### config.mk
export PLATFORM = sky130hd
export DESIGN_NAME = tcm_dec_acsu_pipe
export DESIGN_NICKNAME = d
export VERILOG_FILES = /design/src/rtl/tcm_dec_acsu_pipe_pkg.sv /design/src/rtl/tcm_dec_acsu_pipe_cs2.sv /design/src/rtl/tcm_dec_acsu_pipe.sv
export SDC_FILE = /design/constraint.sdc
export NUM_CORES = 1
export LEC_CHECK = 0
export ABC_AREA = 1
export CORE_MARGIN = 3
export CORE_UTILIZATION = 54
export DETAILED_ROUTE_END_ITERATION = 12
export GPL_TIMING_DRIVEN = 1
export PLACE_DENSITY = 0.89
export REMOVE_ABC_BUFFERS = 1
export SYNTH_ARGS = -nofsm -noshare
export SYNTH_HDL_FRONTEND = slang
export SYNTH_SLANG_ARGS = --single-unit
### constraint.sdc
create_clock -name iclk -period 6.1 [get_ports iclk]
set_input_delay 1.22 -clock iclk [delete_from_list [all_inputs] [get_ports iclk]]
set_output_delay 1.22 -clock iclk [all_outputs]
set_load 0.005 [all_outputs]
### src/rtl/tcm_dec_acsu_pipe_pkg.sv
// ---------------------------------------------------------------------------
// tcm_dec_types
//   Shared types and helpers for the TCM decoder add-compare-select path.
//   - statem_t / bm_t   : default-width state / branch metric types
//   - clog2()           : elaboration-time ceil(log2) helper
//   - statem_a_best()   : modulo-arithmetic compare with the tie rule
// ---------------------------------------------------------------------------
package tcm_dec_types;

    localparam int SM_W     = 8;
    localparam int BM_W     = 4;
    localparam int MAX_SM_W = 32;

    typedef logic [SM_W-1:0] statem_t;
    typedef logic [BM_W-1:0] bm_t;

    function automatic int clog2(input int v);
        int r;
        r = 0;
        for (int i = 0; i < 31; i++) begin
            if ((1 << i) < v) r = i + 1;
        end
        return r;
    endfunction

    // Returns 1 when operand a wins against b. Metrics live on a circle of
    // 2^sm_w; as long as all live metrics are within half the circle of each
    // other, the sign of (a-b) mod 2^sm_w orders them correctly.
    // On an exact tie (d==0) a wins in both modes; callers always pass the
    // lower-index operand as a.
    function automatic logic statem_a_best(input logic [MAX_SM_W-1:0] a,
                                           input logic [MAX_SM_W-1:0] b,
                                           input int                  sm_w,
                                           input logic                min_mode);
        logic [MAX_SM_W-1:0] mask;
        logic [MAX_SM_W-1:0] d;
        logic                neg;
        logic                zero;
        mask = (sm_w >= MAX_SM_W) ? {MAX_SM_W{1'b1}}
                                  : ((32'd1 << sm_w) - 32'd1);
        d    = (a - b) & mask;
        neg  = |(d & (32'd1 << (sm_w - 1)));
        zero = (d == '0);
        return min_mode ? (neg | zero) : !neg;
    endfunction

endpackage

### src/rtl/tcm_dec_acsu_pipe_cs2.sv
// ---------------------------------------------------------------------------
// tcm_dec_acsu_cs2
//   One combinational compare-select node of the ACS tree.
//   Ports:
//     a_i, b_i          candidate metrics (a is the lower-index operand)
//     idx_a_i, idx_b_i  branch indices carried with each candidate
//     metric_o, idx_o   winning metric and its branch index
// ---------------------------------------------------------------------------
module tcm_dec_acsu_cs2
    import tcm_dec_types::*;
#(
    parameter int pSM_W     = 8,
    parameter int pIDX_W    = 3,
    parameter int pMIN_MODE = 0
) (
    input  logic [pSM_W-1:0]  a_i,
    input  logic [pSM_W-1:0]  b_i,
    input  logic [pIDX_W-1:0] idx_a_i,
    input  logic [pIDX_W-1:0] idx_b_i,
    output logic [pSM_W-1:0]  metric_o,
    output logic [pIDX_W-1:0] idx_o
);

    logic a_wins;

    assign a_wins   = statem_a_best(32'(a_i), 32'(b_i), pSM_W, pMIN_MODE != 0);
    assign metric_o = a_wins ? a_i     : b_i;
    assign idx_o    = a_wins ? idx_a_i : idx_b_i;

endmodule

### src/rtl/tcm_dec_acsu_pipe.sv
// ---------------------------------------------------------------------------
// tcm_dec_acsu_pipe
//   Radix-pN Viterbi add-compare-select node. Adds pN branch metrics to pN
//   predecessor state metrics, then reduces the candidates with a log2(pN)
//   layer compare-select tree. Layer 0 is the adder; layer k (1..log2 pN) is
//   compare layer k. Each layer gets an output register when pPIPE_MASK[k]
//   is set; the final output register always exists.
//
//   Flow control: valid-only streaming. A candidate set is accepted on every
//   edge with iclkena=1, ival=1 and isclr=0. There is no ready; results
//   appear on oval exactly L enabled cycles later and must be consumed then.
//
//   Ports:
//     iclk, ireset      clock, asynchronous active-high reset
//     iclkena           clock enable, freezes all state when low
//     isclr             synchronous flush of every pipeline valid
//     ival/ibm/istatem/itag   input candidate set and sideband tag
//     oval/ostatem/odecision/otag   survivor metric, winning branch, tag
// ---------------------------------------------------------------------------
module tcm_dec_acsu_pipe
    import tcm_dec_types::*;
#(
    parameter int          pN         = 8,
    parameter int          pBM_W      = 4,
    parameter int          pSM_W      = 8,
    parameter logic [31:0] pPIPE_MASK = 32'h1,
    parameter int          pMIN_MODE  = 0,
    parameter int          pTAG_W     = 8
) (
    input  logic                        iclk,
    input  logic                        ireset,
    input  logic                        iclkena,
    input  logic                        isclr,
    input  logic                        ival,
    input  logic [pN-1:0][pBM_W-1:0]    ibm,
    input  logic [pN-1:0][pSM_W-1:0]    istatem,
    input  logic [pTAG_W-1:0]           itag,
    output logic                        oval,
    output logic [pSM_W-1:0]            ostatem,
    output logic [clog2(pN)-1:0]        odecision,
    output logic [pTAG_W-1:0]           otag
);

    localparam int LG = clog2(pN);

    // c_* : combinational result of layer k
    // s_* : layer k result after its optional register
    // Node slots at and above pN>>k are unused in layer k and tied to zero.
    logic [pSM_W-1:0]  c_met [0:LG][0:pN-1];
    logic [LG-1:0]     c_idx [0:LG][0:pN-1];
    logic              c_val [0:LG];
    logic [pTAG_W-1:0] c_tag [0:LG];
    logic [pSM_W-1:0]  s_met [0:LG][0:pN-1];
    logic [LG-1:0]     s_idx [0:LG][0:pN-1];
    logic              s_val [0:LG];
    logic [pTAG_W-1:0] s_tag [0:LG];

    for (genvar k = 0; k <= LG; k++) begin : g_layer
        localparam int NODES = pN >> k;

        for (genvar j = 0; j < pN; j++) begin : g_node
            if (j >= NODES) begin : g_unused
                assign c_met[k][j] = '0;
                assign c_idx[k][j] = '0;
            end else if (k == 0) begin : g_add
                // Plain modulo add: wrap-around is expected, the compare
                // tree is modulo-aware.
                assign c_met[k][j] = {{(pSM_W-pBM_W){1'b0}}, ibm[j]} + istatem[j];
                assign c_idx[k][j] = LG'(j);
            end else begin : g_cs
                tcm_dec_acsu_cs2 #(
                    .pSM_W     (pSM_W),
                    .pIDX_W    (LG),
                    .pMIN_MODE (pMIN_MODE)
                ) u_cs2 (
                    .a_i      (s_met[k-1][2*j]),
                    .b_i      (s_met[k-1][2*j+1]),
                    .idx_a_i  (s_idx[k-1][2*j]),
                    .idx_b_i  (s_idx[k-1][2*j+1]),
                    .metric_o (c_met[k][j]),
                    .idx_o    (c_idx[k][j])
                );
            end
        end

        if (k == 0) begin : g_src_in
            assign c_val[k] = ival;
            assign c_tag[k] = itag;
        end else begin : g_src_prev
            assign c_val[k] = s_val[k-1];
            assign c_tag[k] = s_tag[k-1];
        end

        if (pPIPE_MASK[k]) begin : g_reg
            logic [pSM_W-1:0]  met_q [0:NODES-1];
            logic [LG-1:0]     idx_q [0:NODES-1];
            logic              val_q;
            logic [pTAG_W-1:0] tag_q;

            // Data only moves with a live set, so a flush leaves the data
            // registers untouched and only drops the valid.
            always_ff @(posedge iclk or posedge ireset) begin
                if (ireset) begin
                    val_q <= 1'b0;
                    tag_q <= '0;
                    for (int n = 0; n < NODES; n++) begin
                        met_q[n] <= '0;
                        idx_q[n] <= '0;
                    end
                end else if (iclkena) begin
                    val_q <= c_val[k] & ~isclr;
                    if (c_val[k] && !isclr) begin
                        tag_q <= c_tag[k];
                        for (int n = 0; n < NODES; n++) begin
                            met_q[n] <= c_met[k][n];
                            idx_q[n] <= c_idx[k][n];
                        end
                    end
                end
            end

            for (genvar m = 0; m < pN; m++) begin : g_s
                if (m < NODES) begin : g_used
                    assign s_met[k][m] = met_q[m];
                    assign s_idx[k][m] = idx_q[m];
                end else begin : g_zero
                    assign s_met[k][m] = '0;
                    assign s_idx[k][m] = '0;
                end
            end
            assign s_val[k] = val_q;
            assign s_tag[k] = tag_q;
        end else begin : g_pass
            for (genvar m = 0; m < pN; m++) begin : g_s
                assign s_met[k][m] = c_met[k][m];
                assign s_idx[k][m] = c_idx[k][m];
            end
            assign s_val[k] = c_val[k];
            assign s_tag[k] = c_tag[k];
        end
    end

    // Final output register: holds its contents while no new result arrives.
    logic              out_load;
    logic              oval_q,    oval_d;
    logic [pSM_W-1:0]  ostatem_q, ostatem_d;
    logic [LG-1:0]     odec_q,    odec_d;
    logic [pTAG_W-1:0] otag_q,    otag_d;

    always_comb begin
        out_load  = s_val[LG] & ~isclr;
        oval_d    = out_load;
        ostatem_d = ostatem_q;
        odec_d    = odec_q;
        otag_d    = otag_q;
        if (out_load) begin
            ostatem_d = s_met[LG][0];
            odec_d    = s_idx[LG][0];
            otag_d    = s_tag[LG];
        end
    end

    always_ff @(posedge iclk or posedge ireset) begin
        if (ireset) begin
            oval_q    <= 1'b0;
            ostatem_q <= '0;
            odec_q    <= '0;
            otag_q    <= '0;
        end else if (iclkena) begin
            oval_q    <= oval_d;
            ostatem_q <= ostatem_d;
            odec_q    <= odec_d;
            otag_q    <= otag_d;
        end
    end

    assign oval      = oval_q;
    assign ostatem   = ostatem_q;
    assign odecision = odec_q;
    assign otag      = otag_q;

endmodule

# Word level (Yosys, flattened, before mapping)
# Cells that the tools add are included.
[word_totals]
regBits = 96
inputBits = 109
out_inout_bits = 20
word_cells = 53
[op_classes]
add_sub_neg = 15
muxes = 14
bitwise_logic = 3
reduce_logical = 4
[op_table]
columns = ["cell", "count"]
rows = [
  ["adder 4 x 8 -> 8 bit", 8],
  ["two-way mux 8 bit", 7],
  ["subtractor 8 bit", 7],
  ["two-way mux 3 bit", 4],
  ["two-way mux 2 bit", 2],
  ["AND reduction 2 bit", 2],
  ["bitwise AND 1 bit", 2],
  ["logical AND 1 bit", 1],
  ["zero test 1 bit", 1],
  ["two-way mux 1 bit", 1],
  ["inverter 1 bit", 1],
]

# Logic depth before layout (Yosys ltp)
# Gate-level depths: netlist of run 1.
[depth]
ltp_word = 6
depth_mapped = 38
depth_no_buf = 36

# Modules after synthesis
# Synthesis of run 1 repeated with hierarchy kept, for this count alone.
[hier_totals]
hier_cells = 1172
area_unflattened_um2 = 8127.8
[modules_own_cells]
columns = ["mod", "n_inst", "cells_per_inst", "area_per_inst_um2", "seq_area_each_um2"]
rows = [
  ["tcm_dec_acsu_pipe", 1, 675, 5386.4, 2352.3],
  ["tcm_dec_acsu_cs2", 7, 71, 391.6, 0.0],
]

# Worst setup path after synthesis of run 1
# Ideal clock, no wire load.
[synth_path]
path_kind = "register to register"
startpoint = "register g_layer[0].g_reg.met_q[52] (netlist name)"
endpoint = "register odec_q[0] (netlist: odecision[0])"
arrival_ns = 4.312
required_ns = 5.983
setup_slack_ns = 1.671
path_stages_with_launch = 29
n_path_buf = 2
synth_period_minus_slack_ns = 4.429
cell_sequence = "dfrtp_1 -> inv_1 -> ha_1 -> nand2_1 -> a21oi_1 -> nor2_2 -> nand2_1 -> nand2_1 -> nand2_1 -> clkbuf_1 -> o21ai_0 -> ha_1 -> a21o_1 -> a21oi_2 -> nand3_1 -> nand2_1 -> buf_2 -> inv_1 -> o21ai_0 -> inv_1 -> ha_1 -> nand2_1 -> nor2_1 -> a211oi_1 -> nand2_2 -> nand2_4 -> nand3_1 -> nand3_1 -> nand2_1"
[synth_via]
elab_chain_cells = 6
word_cells_on_any_way = 8
classes_between = "add/sub: 3; mux: 5"
[synth_lines]
columns = ["element", "line_no", "rtl"]
rows = [
  ["start: declaration", "tcm_dec_acsu_pipe.sv:95", "logic [pSM_W-1:0] met_q [0:NODES-1];"],
  ["start signal: indexed assignment", "tcm_dec_acsu_pipe.sv:115", "met_q[n] <= c_met[k][n];"],
  ["subtractor 8 bit", "tcm_dec_acsu_pipe_pkg.sv:41", "d = (a - b) & mask;"],
  ["two-way mux 8 bit", "tcm_dec_acsu_pipe_cs2.sv:27", "assign metric_o = a_wins ? a_i : b_i;"],
  ["subtractor 8 bit", "tcm_dec_acsu_pipe_pkg.sv:41", ""],
  ["two-way mux 8 bit", "tcm_dec_acsu_pipe_cs2.sv:27", ""],
  ["subtractor 8 bit", "tcm_dec_acsu_pipe_pkg.sv:41", ""],
  ["two-way mux 3 bit (*)", "tcm_dec_acsu_pipe_cs2.sv:28", "assign idx_o = a_wins ? idx_a_i : idx_b_i;"],
  ["end signal: assignment", "tcm_dec_acsu_pipe.sv:167", "odec_q <= '0;"],
  ["end signal: assignment", "tcm_dec_acsu_pipe.sv:172", "odec_q <= odec_d;"],
  ["end: declaration", "tcm_dec_acsu_pipe.sv:147", "logic [LG-1:0] odec_q, odec_d;"],
]
# Every way passes the cells marked *; elsewhere a longest branch is shown, timed or not.
# A chain may end at the register's enable or synchronous reset.

# Worst setup path in the final report of run 1
[layout_path]
startpoint = "register g_layer[0].g_reg.met_q[36] (netlist name)"
endpoint = "register ostatem_q[4] (netlist: ostatem[4])"
[layout_via]
elab_chain_cells = 6
[layout_lines]
columns = ["element", "line_no", "rtl"]
rows = [
  ["subtractor 8 bit", "tcm_dec_acsu_pipe_pkg.sv:41", ""],
  ["two-way mux 8 bit (*)", "tcm_dec_acsu_pipe_cs2.sv:27", ""],
  ["subtractor 8 bit", "tcm_dec_acsu_pipe_pkg.sv:41", ""],
  ["two-way mux 8 bit (*)", "tcm_dec_acsu_pipe_cs2.sv:27", ""],
  ["subtractor 8 bit", "tcm_dec_acsu_pipe_pkg.sv:41", ""],
  ["two-way mux 8 bit (*)", "tcm_dec_acsu_pipe_cs2.sv:27", ""],
  ["end signal: assignment", "tcm_dec_acsu_pipe.sv:171", "ostatem_q <= ostatem_d;"],
  ["end: declaration", "tcm_dec_acsu_pipe.sv:146", "logic [pSM_W-1:0] ostatem_q, ostatem_d;"],
]
# Marks and branches as above.

==> results of run 1 <==
-- layout by cell type (no fill, tap or decap), drive strengths merged, types with 2 or more instances in the layout --
cell	instances
xnor2	14
xor2	17
mux2i	2
nor3	3
clkinv	4
clkdlybuf4s50	128
dfrtp	94
a211oi	5
nand3	73
a21o	3
a21oi	34
inv	136
nand2	324
nor2	63
o21ai	96
fa	8
or2	11
a22o	3
clkbuf	10
bufinv	2
and2	2
nand3b	2
buf	3
o31ai	3
o22ai	4
ha	71
-- stage by stage --
stage,util [%],total power [mW],cells
after detailed placement,67.1,3.54,1273
after CTS,69.7,4.20,1289
final,69.7,4.21,1289
after global placement,67.1,3.44,1273
after global routing,69.7,4.63,1289
after floorplan,-,2.88,970
-- where the power goes --
| group | leakage (nW) | total (mW) | internal [mW] | switching [mW] |
|---|---|---|---|---|
| Combinational | 3.29 | 2.73 | 1.00 | 1.73 |
| Clock | 0.159 | 0.627 | 0.373 | 0.253 |
| Sequential | 1.17 | 0.857 | 0.762 | 0.0951 |
-- area by class of cell --
class,count,area (sq um)
Clock buffer,10,239
Clock inverter,6,93.8
Fill cell,1015,3890
Inverter,137,518
Multi-Input combinational cell,739,4210
Sequential cell,94,2350
Tap cell,172,215
Timing Repair Buffer,131,1300
-- worst min-delay path by stage --
| stage | startpoint | endpoint | slack [ns] | cells past startpoint |
|---|---|---|---|---|
| after floorplan | g_layer[0].g_reg.idx_q[18] | g_layer[0].g_reg.idx_q[18] | 0.42 | 2 |
| after global placement | g_layer[0].g_reg.idx_q[18] | g_layer[0].g_reg.idx_q[18] | 0.43 | 2 |
| after detailed placement | g_layer[0].g_reg.idx_q[18] | g_layer[0].g_reg.idx_q[18] | 0.45 | 2 |
| after CTS | g_layer[0].g_reg.idx_q[18] | g_layer[0].g_reg.idx_q[18] | 0.47 | 2 |
| after global routing | g_layer[0].g_reg.tag_q[3] | otag[3] | 0.49 | 2 |
| final | g_layer[0].g_reg.idx_q[18] | g_layer[0].g_reg.idx_q[18] | 0.47 | 2 |
-- worst reg2reg max path: cells and delay by family, from the launching register on --
| kind | cells | cell delay, ns |
|---|---|---|
| buffers and inverters | 1 | 0.10 |
| and+or+nand+nor | 14 | 1.68 |
| adders and majority gates | 3 | 0.96 |
| AOI/OAI and AO/OA | 7 | 2.06 |
| DFF | 1 | 0.38 |
-- sequential cells by signal, summed over array words and instances (netlist names) --
name                 count
g_layer.g_reg.met_q     64
g_layer.g_reg.tag_q      8
otag                     8
oval                     1
g_layer.g_reg.val_q      1
g_layer.g_reg.idx_q      1
odecision                3
ostatem                  8
-- cell usage after synthesis (all sizes together) --
cell type,n,area share (%)
nand2,324,18
inv,136,7.2
o21ai,96,6.8
dfrtp,94,33
nand3,73,5.4
ha,71,12
nor2,63,3.3
a21oi,34,2.8
clkbuf,18,0.94
xor2,17,2.1
xnor2,14,1.7
or2,11,0.99
fa,8,2.2
a211oi,5,0.52
buf,4,0.40
o22ai,4,0.35
a21o,3,0.31
a22o,3,0.37
nor3,3,0.21
o31ai,3,0.31
and2,2,0.17
mux2i,2,0.28
nand3b,2,0.21
clkinv,1,0.052
o21a,1,0.10
-- kinds of logic (layout without fill, tap and decap cells) --
kind of cell             count (synthesis)  after routing  share of synthesized area (%)
multiplexers                             2              2                          0.279
adder cells (fa/ha/maj)                 79             79                           14.6
XOR/XNOR                                31             31                           3.79
AO/OA/AOI/OAI                          149            149                           11.6
AND/OR/NAND/NOR                        478            478                           28.4
buffers and inverters                  159            284                           8.55
flip-flops                              94             94                           32.8
-- per-layer routing --
layer	global-route usage [%]	wire (um)
met3	4.10	862
met5	0	0
met4	7.63	365
met1	31.3	7550
met2	39.4	8100
==> impl_metrics.sql, run 1 <==
INSERT INTO impl_metrics (metric_group, metric, value, unit) VALUES
('status', 'run_status', 'complete, no violations', ''),
('clock_network', 'clock_tree.root_cell', 'sky130_fd_sc_hd__clkbuf_16', ''),
('grt', 'grt_antenna_before_repair', '0', ''),
('synth', 'mean_syn_cell_area', '7.23', 'sq um'),
('clock_network', 'cts-root-to-sink-buffers', '2', ''),
('worst_setup_path', 'rr_endpoint', 'ostatem[4]', ''),
('clock_network', 'ctsHtreeMaxLevel', '3', ''),
('sta', 'final_worst_setup_slack', '0.816', 'ns'),
('floorplanning', 'num_rows', '41', ''),
('floorplanning', 'floorplan.die.width', '121', 'um'),
('layout', 'finish.instance_area', '0.00893', 'sq mm'),
('worst_setup_path', 'critical_path.startpoint', 'g_layer[0].g_reg.met_q[36]', ''),
('pwr', 'power_leakage', '4.62', 'nW'),
('floorplanning', 'core_area', '0.0128', 'sq mm'),
('placed_design', 'dp.final_hpwl', '12.9', 'mm'),
('clock_network', 'clk_transition_reported_paths', '0.07', 'ns'),
('sta', 'clock-skew-final', '0.00647', 'ns'),
('clock_network', 'clk_lat_worst_skew', '0.35', 'ns'),
('sta', 'final_min_period_over_clock_period', '86.6', '%'),
('placed_design', 'port-buffer-count', '128', ''),
('placed_design', 'gp_congestion', '0.948', ''),
('pwr', 'vdd.ir_drop.worst', '0.370', 'mV'),
('sta', 'rsz0062_at_grt', 'false', ''),
('routing', 'postRouteWirelength', '16.9', 'mm'),
('clock_network', 'ctsHoldBuffers', '0', ''),
('placed_design', 'placedInstanceArea', '0.00860', 'sq mm'),
('worst_setup_path', 'critPathCapture', 'ostatem[4]', ''),
('sta', 'report.final.setup_viol', '0', ''),
('worst_setup_path', 'worst-r2r-cell-count', '25', ''),
('sta', 'fin_tns_setup', '0', 'ns'),
('layout', 'final_net_count', '1300', ''),
('worst_setup_path', 'crit_family', 'compound AO/OA/AOI/OAI gates', ''),
('worst_hold_path', 'hold_class', 'reg -> reg', ''),
('grt', 'largest_net_degree_at_the_start_of_global_routing', '90', ''),
('clock_network', 'number_of_setup_buffers_added_after_cts', '0', ''),
('grt', 'grt_use_total', '23.6', '%'),
('synth', 'ys.warnings.count', '0', ''),
('placed_design', 'preCtsSetupSlack', '0.963', 'ns'),
('grt', 'grt_remaining_overflow', '0', ''),
('worst_setup_path', 'cp_slowest_stage_delay', '0.59', 'ns'),
('layout', 'insertedDiodeCount', '0', ''),
('layout', 'layout-drive-gt1-share', '6.09', '%'),
('floorplanning', 'initial_core_util', '55.9', '%'),
('routing', 'drt-initial-drc-count', '472', ''),
('clock_network', 'cts_num_sinks', '94', ''),
('sta', 'final-hold-violation-count', '0', ''),
('worst_setup_path', 'worstReg2RegStart', 'g_layer[0].g_reg.met_q[36]', ''),
('floorplanning', 'floorplan.io_pins', '129', ''),
('grt', 'grt_first_pass_wirelength', '28.4', 'mm'),
('synth', 'synth_cells', '992', ''),
('worst_setup_path', 'path_class', 'reg -> reg', ''),
('routing', 'firstDrtPassIters', '5', ''),
('sta', 'maxClockFrequency', '0.189', 'GHz'),
('routing', 'num_vias', '6711', ''),
('sta', 'timing.hold.ws', '0.469', 'ns'),
('synth', 'number_of_storage_elements_in_the_synthesis_netlist', '94', ''),
('worst_setup_path', 'worst-r2r-setup-slack', '0.82', 'ns'),
('routing', 'wire_per_inst', '13.1', 'um'),
('worst_setup_path', 'worstPathArrival', '5.52', 'ns'),
('pwr', 'power_density', '471', 'mW/mm^2'),
('sta', 'worstMarginPinSlew', '0.929', 'ns'),
('worst_setup_path', 'critical_path_required', '6.33', 'ns'),
('synth', 'ys_seq_area_share', '32.8', '%'),
('clock_network', 'total_clock_buffers_created_by_cts', '9', ''),
('grt', 'number_of_global_route_vias_before_repair', '6348', ''),
('worst_setup_path', 'crit_slowest_cell', 'sky130_fd_sc_hd__a211oi_1', ''),
('routing', 'post_drt_via_cell_ratio', '5.21', ''),
('sta', 'timing.final.crit_period', '5.28', 'ns'),
('worst_setup_path', 'critPathMostFrequentCell', 'sky130_fd_sc_hd__nand2_1', ''),
('floorplanning', 'die_height', '121', 'um'),
('worst_setup_path', 'timing.critical_path.to_type', 'register', '');
(Power assumes the default switching activity.)
==> run 2, diff against run 1 <==
ABC_CLOCK_PERIOD_IN_PS = 6100   (was unset)
CORE_MARGIN = 2   (was 3)
==> run 2 against run 1 <==
Fmax about the same. Power decreased by 2.1%. Sequential cell count did not move. Design area is 0.41% lower. Setup slack about the same. Register-to-register slack is essentially flat. Global-route usage grew 0.065 points. Die area fell by 3.3%. Cell count rose by 0.31%. Critical path type unchanged. Largest cell class unchanged. Highest routed layer unchanged.
==> impl_metrics.sql, run 2 (synthesis gave the netlist of run 1 again) <==
INSERT INTO impl_metrics (metric_group, metric, value, unit) VALUES
('pwr', 'power_density', '463', 'mW/mm^2'),
('routing', 'antenna_violation_net_count_after_detailed_routing', '0', ''),
('status', 'run_status', 'complete, no violations', ''),
('worst_setup_path', 'worst_path_fanout_max', '12', ''),
('floorplanning', 'die_height', '119', 'um'),
('sta', 'maxClockFrequency', '0.189', 'GHz'),
('worst_hold_path', 'hold_class', 'reg -> reg', ''),
('sta', 'drv_slew', '0', ''),
('grt', 'grt_first_pass_wirelength', '27.8', 'mm'),
('grt', 'grt_antenna_before_repair', '0', ''),
('grt', 'grt_remaining_overflow', '0', ''),
('sta', 'worst_slew_margin_rel', '37.6', '%'),
('grt', 'number_of_global_route_vias_before_repair', '6274', ''),
('layout', 'relative_area_change_from_synthesis_to_final_layout', '24.1', '%'),
('placed_design', 'dp.final_hpwl', '12.5', 'mm'),
('routing', 'drt-initial-drc-count', '499', ''),
('sta', 'final-hold-violation-count', '0', ''),
('clock_network', 'number_of_setup_buffers_added_after_cts', '0', ''),
('sta', 'timing.final.crit_period', '5.28', 'ns'),
('pwr', 'p_total', '4.12', 'mW'),
('sta', 'fin_tns_setup', '0', 'ns'),
('run', 'maxCapViolations', '0', ''),
('layout', 'insertedDiodeCount', '0', ''),
('worst_setup_path', 'critical_path_required', '6.34', 'ns'),
('layout', 'largest_register_ff_count', '64', ''),
('worst_setup_path', 'timing.critical_path.to_type', 'register', ''),
('sta', 'clock-skew-final', '0.00777', 'ns'),
('clock_network', 'postCtsResizedCells', '0', ''),
('routing', 'wire_per_inst', '12.5', 'um'),
('layout', 'layout-drive-gt1-share', '6.00', '%'),
('layout', 'nFillCells', '1061', ''),
('layout', 'layout_commonest_cell', 'sky130_fd_sc_hd__nand2_1', ''),
('sta', 'final_worst_setup_slack', '0.816', 'ns'),
('routing', 'firstDrtPassIters', '5', ''),
('routing', 'drt_drc_violations_left', '0', ''),
('placed_design', 'port-buffer-count', '128', ''),
('worst_setup_path', 'worstPathArrival', '5.53', 'ns'),
('floorplanning', 'core_area', '0.0131', 'sq mm'),
('layout', 'final_net_count', '1300', ''),
('clock_network', 'cts_tree', 'done', ''),
('pwr', 'vdd.ir_drop.worst', '0.331', 'mV'),
('routing', 'postRouteWirelength', '16.1', 'mm'),
('clock_network', 'ctsHtreeMaxLevel', '3', ''),
('routing', 'post_drt_via_cell_ratio', '5.12', ''),
('layout', 'most-common-layout-cells', '302 x sky130_fd_sc_hd__nand2_1, 131 x sky130_fd_sc_hd__inv_1, 128 x sky130_fd_sc_hd__clkdlybuf4s50_1, 94 x sky130_fd_sc_hd__dfrtp_1, 91 x sky130_fd_sc_hd__o21ai_0', ''),
('grt', 'largest_net_degree_at_the_start_of_global_routing', '70', ''),
('floorplanning', 'floorplan.die.width', '119', 'um'),
('floorplanning', 'num_rows', '42', ''),
('clock_network', 'clock_tree.root_cell', 'sky130_fd_sc_hd__clkbuf_16', ''),
('clock_network', 'ctsHoldBuffers', '0', ''),
('worst_setup_path', 'path_class', 'reg -> reg', ''),
('sta', 'report.final.setup_viol', '0', ''),
('sta', 'worstMarginPinSlew', '0.936', 'ns'),
('sta', 'final_min_period_over_clock_period', '86.6', '%'),
('placed_design', 'preCtsSetupSlack', '0.862', 'ns'),
('sta', 'rsz0062_at_grt', 'false', ''),
('clock_network', 'cts_num_sinks', '94', ''),
('routing', 'num_vias', '6624', ''),
('floorplanning', 'die_area', '0.0142', 'sq mm'),
('placed_design', 'gp_congestion', '0.952', ''),
('clock_network', 'cts-root-to-sink-buffers', '2', ''),
('grt', 'grt_use_total', '23.7', '%'),
('worst_setup_path', 'crit_path_start_kind', 'register', ''),
('floorplanning', 'floorplan.io_pins', '129', ''),
('floorplanning', 'initial_core_util', '54.8', '%'),
('clock_network', 'clk_lat_worst_skew', '0.35', 'ns'),
('layout', 'top_register', 'g_layer.g_reg.met_q', ''),
('clock_network', 'total_clock_buffers_created_by_cts', '9', ''),
('pwr', 'power_leakage', '4.60', 'nW'),
('clock_network', 'clk_transition_reported_paths', '0.07', 'ns');
==> run 2: cell types whose count changed in the layout (fill, tap and decap cells not counted) <==
cell / delta
sky130_fd_sc_hd__inv_6: -1
sky130_fd_sc_hd__bufinv_16: -1
sky130_fd_sc_hd__clkinv_4: -2
sky130_fd_sc_hd__clkbuf_8: -1
sky130_fd_sc_hd__clkinv_2: +2
sky130_fd_sc_hd__clkinvlp_4: +2
sky130_fd_sc_hd__clkbuf_1: +1
==> run 2: per-stage QoR <==
stage	std cells	utilization (%)	area (sq um)	hold WS, ns
2_1_floorplan	970	-	7080	0.423
4_1_cts	1293	68.0	8900	0.463
6_report	1293	68.0	8900	0.457
3_3_place_gp	1277	65.8	8610	0.435
3_5_place_dp	1277	65.8	8610	0.447
5_1_grt	1293	68.0	8900	0.492
==> run 2: final timing paths <==
path | startpoint | end | slack (ns) | depth (start not counted)
max in group asynchronous | ireset | g_layer[0].g_reg.tag_q[7] | 3.71 | 3
worst min register to register | g_layer[0].g_reg.idx_q[18] | g_layer[0].g_reg.idx_q[18] | 0.46 | 2
worst max register to register | g_layer[0].g_reg.met_q[36] | ostatem[2] | 0.82 | 26
worst max-delay path | g_layer[0].g_reg.met_q[36] | ostatem[2] | 0.82 | 26
worst min-delay path | g_layer[0].g_reg.idx_q[18] | g_layer[0].g_reg.idx_q[18] | 0.46 | 2
min in group asynchronous | ireset | g_layer[0].g_reg.met_q[9] | 1.19 | 2
==> run 2: report_power, final <==
part	leakage (nW)	switching (mW)	internal, mW
clock network	0.134	0.241	0.316
registers	1.17	0.0895	0.762
logic	3.29	1.72	0.997
==> run 2: critical path, stage by stage (launching register included) <==
cell and delay [ns]:
sky130_fd_sc_hd__dfrtp_1 0.40, sky130_fd_sc_hd__inv_1 0.12, sky130_fd_sc_hd__ha_1 0.26, sky130_fd_sc_hd__nand2_1 0.07
sky130_fd_sc_hd__nand2_1 0.07, sky130_fd_sc_hd__a21oi_2 0.19, sky130_fd_sc_hd__nand2_1 0.12, sky130_fd_sc_hd__nand2_1 0.09
sky130_fd_sc_hd__nand2_1 0.21, sky130_fd_sc_hd__o21ai_0 0.39, sky130_fd_sc_hd__ha_1 0.33, sky130_fd_sc_hd__a21o_1 0.17
sky130_fd_sc_hd__a21oi_2 0.17, sky130_fd_sc_hd__nand3_1 0.12, sky130_fd_sc_hd__nand2_1 0.29, sky130_fd_sc_hd__inv_1 0.14
sky130_fd_sc_hd__o21ai_0 0.29, sky130_fd_sc_hd__inv_1 0.09, sky130_fd_sc_hd__ha_1 0.31, sky130_fd_sc_hd__nand2_1 0.10
sky130_fd_sc_hd__nor2_1 0.05, sky130_fd_sc_hd__a211oi_1 0.56, sky130_fd_sc_hd__nand2_2 0.23, sky130_fd_sc_hd__nand2_4 0.16
sky130_fd_sc_hd__nand3_1 0.08, sky130_fd_sc_hd__nand3_1 0.10, sky130_fd_sc_hd__nand2_1 0.06
==> run 2: area by class of cell <==
type                            instances  area [sq um]  area share, %
Multi-Input combinational cell        739          4210           47.3
Sequential cell                        94          2350           26.4
Timing Repair Buffer                  131          1300           14.7
Inverter                              137           518           5.82
Clock buffer                           10           229           2.57
Tap cell                              176           220           2.48
Clock inverter                          6          62.6          0.703
==> run 2: per-layer routing <==
metal	up-vias	share of wire [%]	GRT usage (%)	wire [um]
li1	3412	-	-	-
met1	3000	46	31.4	7450
met2	185	47	39.9	7620
met3	27	4.6	3.54	740
met4	0	2.0	7.59	327
met5	-	0	0	0
==> run 3, diff against run 2 <==
ABC_CLOCK_PERIOD_IN_PS = 5700   (was 6100)
clock period = 5.7 ns   (was 6.1 ns; I/O delays follow)
==> run 3 against run 2 <==
Global-route usage shrank 0.067 points. Fmax up 4.4%. Combinational power up 9.2%. Worst hold slack gained 0.0099 ns. Largest power group unchanged. Power is 11% higher. Largest cell class unchanged. Cell count did not move.
==> impl_metrics.sql, run 3 (synthesis gave the netlist of run 1 again) <==
INSERT INTO impl_metrics (metric_group, metric, value, unit) VALUES
('routing', 'drt-initial-drc-count', '424', ''),
('sta', 'fin_tns_setup', '0', 'ns'),
('layout', 'largest_register_ff_count', '64', ''),
('worst_hold_path', 'hold_class', 'reg -> reg', ''),
('clock_network', 'clk_transition_reported_paths', '0.07', 'ns'),
('layout', 'ff_latch_area', '0.00235', 'sq mm'),
('clock_network', 'clk_lat_worst_skew', '0.34', 'ns'),
('worst_setup_path', 'cp_slowest_stage_delay', '0.44', 'ns'),
('clock_network', 'cts_tree', 'done', ''),
('sta', 'drv_slew', '0', ''),
('pwr', 'power_density', '509', 'mW/mm^2'),
('grt', 'grt_antenna_before_repair', '0', ''),
('routing', 'drt_drc_violations_left', '0', ''),
('clock_network', 'cts-root-to-sink-buffers', '2', ''),
('sta', 'timing.final.crit_period', '5.06', 'ns'),
('placed_design', 'dp.final_hpwl', '12.6', 'mm'),
('worst_setup_path', 'critPathMostFrequentCell', 'sky130_fd_sc_hd__nand2_1', ''),
('layout', 'top_register', 'g_layer.g_reg.met_q', ''),
('floorplanning', 'die_area', '0.0142', 'sq mm'),
('grt', 'grt_remaining_overflow', '0', ''),
('grt', 'grt_use_total', '23.6', '%'),
('routing', 'postRouteWirelength', '16.4', 'mm'),
('worst_setup_path', 'worstReg2RegStart', 'g_layer[0].g_reg.met_q[36]', ''),
('clock_network', 'cts_num_sinks', '94', ''),
('floorplanning', 'floorplan.io_pins', '129', ''),
('grt', 'number_of_global_route_vias_before_repair', '6238', ''),
('sta', 'report.final.setup_viol', '0', ''),
('sta', 'clock-skew-final', '0.00608', 'ns'),
('floorplanning', 'num_rows', '42', ''),
('worst_setup_path', 'critical_path_required', '5.94', 'ns'),
('worst_setup_path', 'path_class', 'reg -> reg', ''),
('worst_setup_path', 'worst-r2r-setup-slack', '0.64', 'ns'),
('pwr', 'vdd.ir_drop.worst', '0.392', 'mV'),
('worst_setup_path', 'crit_path_start_kind', 'register', ''),
('routing', 'firstDrtPassIters', '5', ''),
('floorplanning', 'die_height', '119', 'um'),
('floorplanning', 'initial_core_util', '54.8', '%'),
('clock_network', 'ctsHoldBuffers', '0', ''),
('layout', 'post_layout_util', '68.5', '%'),
('layout', 'most-common-layout-cells', '302 x sky130_fd_sc_hd__nand2_1, 131 x sky130_fd_sc_hd__inv_1, 128 x sky130_fd_sc_hd__clkdlybuf4s50_1, 94 x sky130_fd_sc_hd__dfrtp_1, 91 x sky130_fd_sc_hd__o21ai_0', ''),
('sta', 'worstMarginPinSlew', '0.939', 'ns'),
('clock_network', 'clock_tree.root_cell', 'sky130_fd_sc_hd__clkbuf_16', ''),
('layout', 'insertedDiodeCount', '0', ''),
('floorplanning', 'floorplan.die.width', '119', 'um'),
('layout', 'nFillCells', '1049', ''),
('clock_network', 'ctsHtreeMaxLevel', '3', ''),
('sta', 'final_min_period_over_clock_period', '88.8', '%'),
('status', 'run_status', 'complete, no violations', ''),
('layout', 'multi_input_area', '0.00422', 'sq mm'),
('sta', 'worst_slew_margin_rel', '37.3', '%'),
('floorplanning', 'core_area', '0.0131', 'sq mm'),
('routing', 'wire_per_inst', '12.7', 'um'),
('worst_setup_path', 'critical_path.startpoint', 'g_layer[0].g_reg.met_q[36]', ''),
('routing', 'post_drt_via_cell_ratio', '5.14', ''),
('sta', 'final-hold-violation-count', '0', ''),
('placed_design', 'gp_congestion', '0.947', ''),
('sta', 'timing.hold.ws', '0.467', 'ns'),
('worst_setup_path', 'rr_endpoint', 'ostatem[2]', ''),
('worst_setup_path', 'timing.critical_path.to_type', 'register', ''),
('sta', 'rsz0062_at_grt', 'false', ''),
('grt', 'largest_net_degree_at_the_start_of_global_routing', '62', ''),
('worst_setup_path', 'worst_path_fanout_max', '12', ''),
('worst_setup_path', 'crit_slowest_cell', 'sky130_fd_sc_hd__o21ai_0', ''),
('placed_design', 'port-buffer-count', '128', ''),
('clock_network', 'total_clock_buffers_created_by_cts', '9', ''),
('run', 'maxCapViolations', '0', ''),
('worst_setup_path', 'worstPathArrival', '5.30', 'ns'),
('routing', 'num_vias', '6646', ''),
('worst_setup_path', 'critPathCapture', 'ostatem[2]', ''),
('worst_setup_path', 'worst-r2r-cell-count', '26', ''),
('layout', 'layout_commonest_cell', 'sky130_fd_sc_hd__nand2_1', ''),
('routing', 'antenna_violation_net_count_after_detailed_routing', '0', ''),
('layout', 'final_net_count', '1300', ''),
('layout', 'relative_area_change_from_synthesis_to_final_layout', '24.9', '%'),
('grt', 'grt_first_pass_wirelength', '27.6', 'mm'),
('sta', 'maxClockFrequency', '0.198', 'GHz'),
('pwr', 'power_leakage', '4.63', 'nW'),
('layout', 'layout-drive-gt1-share', '6.18', '%');
run 3: worst min-delay path by stage:
| stage | from | end | slack [ns] | cells past startpoint |
|---|---|---|---|---|
| after global placement | g_layer[0].g_reg.idx_q[18] | g_layer[0].g_reg.idx_q[18] | 0.44 | 2 |
| after detailed placement | g_layer[0].g_reg.tag_q[1] | otag[1] | 0.45 | 2 |
| after CTS | g_layer[0].g_reg.tag_q[1] | otag[1] | 0.47 | 2 |
| after global routing | g_layer[0].g_reg.tag_q[0] | otag[0] | 0.49 | 2 |
| after floorplan | g_layer[0].g_reg.idx_q[18] | g_layer[0].g_reg.idx_q[18] | 0.42 | 2 |
| final | g_layer[0].g_reg.tag_q[1] | otag[1] | 0.47 | 2 |
run 3: repair_timing:
action	in CTS	in global routing
gates resized for setup	0	1
buffers inserted	0	0
endpoints found under the setup margin	0	10
run 3: cell type report:
class / count / area share (%)
Inverter: 137 / 5.78
Clock buffer: 9 / 2.51
Tap cell: 176 / 2.46
Sequential cell: 94 / 26.3
Timing Repair Buffer: 131 / 14.6
Clock inverter: 7 / 1.35
Multi-Input combinational cell: 739 / 47.1
run 3: layer usage:
metal  part of all wire (%)  wire [um]  global-route usage [%]
met5                      0          0                       0
met4                    2.6        430                    9.60
met3                    5.2        855                    3.07
met2                     46       7630                    38.6
met1                     46       7520                    31.8
run 3: worst max-delay path: cells and delay by family (launching register included):
kind	cells	cell delay (ns)
DFF	1	0.39
buffers and inverters	3	0.36
adders and majority gates	3	0.94
AOI/OAI and AO/OA	6	1.57
and+or+nand+nor	14	1.70
run 3: power breakdown:
group	leakage (nW)	internal (mW)	total (mW)	switching, mW
combinational	3.29	1.08	2.96	1.88
clock	0.170	0.431	0.692	0.261
sequential	1.17	0.815	0.911	0.0959
total	4.63	2.33	4.56	2.23
run 3: metrics by stage:
stage | total power [mW] | cell area, sq um | setup slack [ns] | std cells
floorplan | 3.08 | 7080 | 1.35 | 970
global placement | 3.71 | 8610 | 0.570 | 1277
detailed placement | 3.79 | 8610 | 0.527 | 1277
CTS | 4.51 | 8950 | 0.454 | 1293
global route | 4.98 | 8960 | 0.145 | 1293
finish | 4.56 | 8960 | 0.638 | 1293
==> patch 1: new RTL, config.mk and constraints of run 1 <==
Reset style: synchronous (`ireset`), changed in 2 clocked blocks. Comments in the files are not updated.
--- a/src/rtl/tcm_dec_acsu_pipe.sv
+++ b/src/rtl/tcm_dec_acsu_pipe.sv
@@ -99,7 +99,7 @@
 
             // Data only moves with a live set, so a flush leaves the data
             // registers untouched and only drops the valid.
-            always_ff @(posedge iclk or posedge ireset) begin
+            always_ff @(posedge iclk) begin
                 if (ireset) begin
                     val_q <= 1'b0;
                     tag_q <= '0;
@@ -160,7 +160,7 @@
         end
     end
 
-    always_ff @(posedge iclk or posedge ireset) begin
+    always_ff @(posedge iclk) begin
         if (ireset) begin
             oval_q    <= 1'b0;
             ostatem_q <= '0;
Behaviour: differs if ireset is asserted again (counterexample within 4 cycles, from zero or initial values and one cycle with ireset high); with ireset held inactive, the same outputs for 4 cycles.
==> patch 1 against run 1 <==
Wire length fell by 0.92%; die area decreased by 1.4%; synthesized area down 1.4%; worst setup slack got worse by 82 ps; via count down 2.0%; critical path type unchanged; largest cell class unchanged; design area down 1.3%; sequential cell count is 2 higher; fmax is 1.5% lower; non-clock buffer count unchanged.
Power is not compared: it rests on default switching activity, and its combinational part moved more than twofold at a synthesized area within 25%.
==> patch 1: results (changes against run 1) <==
{| class="wikitable"
! Metric !! Value
|-
| Outcome || completed
|-
| Multiplexer share of the synthesized area || 0.2832% (+0.0041 points)
|-
| Met2 Routed Length || 8.325 mm (+2.8%)
|-
| Critical Path Fanout Max || 12 (unchanged)
|-
| Worst slew margin || 37.40% (-0.57 points)
|-
| Met3 track demand over resource in global routing || 3.274% (-0.83 points)
|-
| EDFF count, synth || 66 (+66)
|-
| Met1 Usage GRT || 30.69% (-0.63 points)
|-
| Sequential share of power || 29.6%
|-
| Synth top area cells || sky130_fd_sc_hd__edfxtp_1 28%, sky130_fd_sc_hd__ha_1 13%, sky130_fd_sc_hd__nand2_1 12%
|-
| Maximum number of pins on one net before global-route repair || 39 (-57%)
|-
| Comb pwr || 1.26 mW
|-
| Async S/R FF share, synth || 0% (-100 points)
|-
| Compound-cell area share of the yosys netlist || 12.50% (+0.93 points)
|-
| Launching instance or port of the critical path || g_layer[0].g_reg.met_q[0][20]
|-
| Number of different library cells in the post-synthesis netlist || 38 (-2.6%)
|-
| CP Data Arrival Time || 5640 ps (+120 ps)
|-
| Met2 track demand over resource || 41.53% (+2.1 points)
|-
| Final weighted congestion in routability-driven placement || 0.9110 (-3.9%)
|-
| Uppermost routed layer || met4
|-
| Switching part of the total || 41.42%
|-
| First-pass GRT wire length || 28.17 mm (-0.75%)
|-
| Xor and xnor fraction of the mapped netlist area || 1.115% (-2.7 points)
|-
| Number of antenna violations at the first check in global routing || 0 (unchanged)
|-
| Pre-Repair DR Iteration Count || 5 (unchanged)
|-
| Detailed Route Iter0 Violations || 587 (+24%)
|-
| Adder-cell share of the synthesized area || 14.83% (+0.21 points)
|-
| # fillers || 1008 (-0.69%)
|-
| Number of antenna diodes || 0 (unchanged)
|-
| Hold path startpoint || g_layer[0].g_reg.tag_q[1]
|-
| Critical Path Max Stage Delay || 540 ps (-50 ps)
|-
| Share of layout cells above drive strength 1 || 5.209% (-0.88 points)
|-
| Worst clock skew || 8.848 ps (+2.381 ps)
|-
| Hpwl dp || 12.77 mm (-1.0%)
|-
| Global Route Usage Sum || 23.58% (-0.025 points)
|-
| Metal3 WL || 975 µm (+13%)
|-
| Via-to-Cell Ratio || 5.275 (+1.3%)
|-
| Antenna-violating nets left || 0 (unchanged)
|-
| Wire length per cell after detailed routing || 13.40 µm (+2.4%)
|-
| Number of global-route vias before repair || 6222 (-2.0%)
|-
| Post-Route M1 WL || 7.188 mm (-4.8%)
|-
| Post-synthesis sequential area ratio || 36.54% (+3.7 points)
|-
| Net count of the finished layout || 1258 (-3.2%)
|-
| Clock transition at the registers of the reported paths || 70 ps (about the same)
|-
| CP max stage cell || sky130_fd_sc_hd__a211oi_1
|-
| Worst hold path class || reg2reg
|-
| Number of H-tree levels || 3 (unchanged)
|-
| Synth Flop Type || sky130_fd_sc_hd__edfxtp_1
|-
| Family with the most delay on the worst path || compound AO/OA/AOI/OAI gates
|-
| Most frequent cells after synthesis || 227 x sky130_fd_sc_hd__nand2_1, 139 x sky130_fd_sc_hd__inv_1, 91 x sky130_fd_sc_hd__nor2_1
|}
==> patch 1: changes by cell type in the layout (fill, tap and decap cells not counted), moves of 14 or more <==
cell                       before  now
sky130_fd_sc_hd__edfxtp_1       0   66
sky130_fd_sc_hd__o21ai_0       91   64
sky130_fd_sc_hd__nand2_1      302  226
sky130_fd_sc_hd__dfrtp_1       94    0
sky130_fd_sc_hd__xor2_1        17    3
sky130_fd_sc_hd__a21oi_1       29   80
sky130_fd_sc_hd__nor2_1        62   90
sky130_fd_sc_hd__dfxtp_1        0   30
==> patch 1: path summary, 6_finish.rpt <==
path                     end  slack [ps]  cells past startpoint
hold / removal       otag[1]         460                      2
setup reg to reg  ostatem[4]         730                     24
setup / recovery  ostatem[4]         730                     24
hold reg to reg      otag[1]         460                      2
==> patch 1: final cells by class <==
| class | count | area [µm²] | area share (%) |
|---|---|---|---|
| Tap cell | 172 | 215.2 | 2.440 |
| Inverter | 148 | 555.5 | 6.298 |
| Clock buffer | 12 | 280.3 | 3.177 |
| Sequential cell | 96 | 2582 | 29.28 |
| Timing Repair Buffer | 131 | 1304 | 14.78 |
| Multi-Input combinational cell | 684 | 3855 | 43.70 |
| Clock inverter | 4 | 28.78 | 0.3262 |
==> patch 1: metrics by stage <==
| step | setup WS, ps | total power [mW] | instances | area, µm² | utilization, % |
|---|---|---|---|---|---|
| 2_1_floorplan | 1738 | 1.684 | 928 | 6988 | - |
| 3_3_place_gp | 1052 | 1.947 | 1231 | 8512 | 66.91 |
| 3_5_place_dp | 851.3 | 2.001 | 1231 | 8512 | 66.91 |
| 4_1_cts | 826.2 | 2.587 | 1247 | 8821 | 69.34 |
| 5_1_grt | 104.3 | 2.807 | 1247 | 8821 | 69.34 |
| 6_report | 734.0 | 2.605 | 1247 | 8821 | 69.34 |
==> patch 2: new RTL, flow settings as in run 1 <==
Without the edit above. `pTAG_W`: 8 -> 6.
--- a/src/rtl/tcm_dec_acsu_pipe.sv
+++ b/src/rtl/tcm_dec_acsu_pipe.sv
@@ -25,7 +25,7 @@
     parameter int          pSM_W      = 8,
     parameter logic [31:0] pPIPE_MASK = 32'h1,
     parameter int          pMIN_MODE  = 0,
-    parameter int          pTAG_W     = 8
+    parameter int          pTAG_W     = 6
 ) (
     input  logic                        iclk,
     input  logic                        ireset,
Interface: changed (resized itag and otag); port bits go from 129 to 125. The function was not compared with the original's and may differ.
==> patch 2 against run 1 <==
Worst setup slack lost 87 ps; fmax fell by 1.6%; power is 1.5% lower; sequential cell count down 4; design area decreased by 2.0%; highest routed layer unchanged; wire length decreased by 1.3%; synthesized area is 1.7% lower; combinational power is essentially flat; critical endpoint is now ostatem[3]; sequential power is 4.0% lower.
==> patch 2: results (changes against run 1) <==
{| class="wikitable"
! Metric !! Value
|-
| Outcome || completed
|-
| Worst ir drop on vdd || 0.0004518 V (+22%)
|-
| Reported leakage power || 4.526 nW (-2.0%)
|-
| Most frequent cells after synthesis || 295 x sky130_fd_sc_hd__nand2_1, 132 x sky130_fd_sc_hd__inv_1, 93 x sky130_fd_sc_hd__o21ai_0
|-
| Critical Path Max Stage Delay || 740 ps (+150 ps)
|-
| Antenna-violating nets left || 0 (unchanged)
|-
| Async S/R FF share, synth || 100.0% (unchanged)
|-
| Number of cells on the worst reg-to-reg path || 31 (+24%)
|-
| Register-to-Register Setup Slack || 730 ps (-90 ps)
|-
| Post-Route Utilization || 69.11% (-0.55 points)
|-
| Hold path startpoint || g_layer[0].g_reg.idx_q[18]
|-
| Share of layout cells above drive strength 1 || 6.182% (+0.094 points)
|-
| Critical Path Fanout Max || 14 (+2)
|-
| Cell area after placement || 8449 µm² (-1.8%)
|-
| CP Data Arrival Time || 5600 ps (+80 ps)
|-
| Multiplexer share of the synthesized area || 0.2840% (+0.0049 points)
|-
| Hold slack final || 452.5 ps (-16.34 ps)
|-
| Wire length per cell after detailed routing || 13.09 µm (about the same)
|-
| Transition time at the pin with the least slew margin || 938.1 ps (+9.036 ps)
|-
| Worst clock skew || 3.794 ps (-2.673 ps)
|-
| Int Pwr || 2.095 mW (-1.9%)
|-
| Net count of the finished layout || 1283 (-1.3%)
|-
| Port-buffer cells || 124 (-3.1%)
|-
| CP Capture Point || ostatem[3]
|-
| Reg-to-reg critical path endpoint || ostatem[3]
|-
| First-pass GRT wire length || 28.53 mm (+0.51%)
|-
| Hpwl dp || 12.88 mm (-0.21%)
|-
| Detailed Route Iter0 Violations || 348 (-26%)
|-
| Family with the most delay on the worst path || simple AND/OR/NAND/NOR gates
|-
| Synth top area cells || sky130_fd_sc_hd__dfrtp_1 32%, sky130_fd_sc_hd__nand2_1 16%, sky130_fd_sc_hd__ha_1 13%
|-
| Compound-cell area share of the yosys netlist || 11.64% (+0.077 points)
|-
| Adder-cell share of the synthesized area || 14.87% (+0.25 points)
|-
| Reg2Reg Launch Point || g_layer[0].g_reg.met_q[50]
|-
| Xor and xnor fraction of the mapped netlist area || 3.727% (-0.058 points)
|-
| Post-synthesis sequential area ratio || 31.95% (-0.85 points)
|-
| Final weighted congestion in routability-driven placement || 0.9373 (-1.1%)
|-
| Via-to-Cell Ratio || 5.237 (+0.60%)
|-
| Pre-Repair DR Iteration Count || 6 (+1)
|-
| Number of different library cells in the post-synthesis netlist || 38 (-2.6%)
|-
| Global Route Usage Sum || 24.14% (+0.54 points)
|}
## patch 2: cell type report
class	instances	area (µm²)
multi-input combinational	732	4203
fill	1043	3914
sequential	90	2252
timing repair buffer	127	1264
inverter	137	515.5
clock buffer	11	242.7
tap	172	215.2
clock inverter	3	65.06
## patch 2: power by group through the flow
stage	Sequential, mW	Clock (mW)	Combinational, mW
final	0.823	0.585	2.74
after global placement	0.822	0	2.60
after global routing	0.840	0.617	3.13
after floorplan	0.809	0	2.05
after CTS	0.822	0.594	2.72
after detailed placement	0.828	0	2.71
## patch 2: through the flow
step,power [mW],setup WS (ps),instances
floorplan,2.855,1627,959
global placement,3.426,1038,1258
detailed placement,3.538,782.7,1258
CTS,4.140,765.7,1272
global route,4.592,200.6,1272
finish,4.146,729.4,1272
## patch 2: per-layer routing
layer  part of all wire (%)  GRT usage [%]  up-vias
li1                       -              -     3356
met1                     44          30.94     3049
met2                     48          40.11      222
met3                    5.9          4.116       35
met4                    2.9          11.12        0
met5                      0              0        -
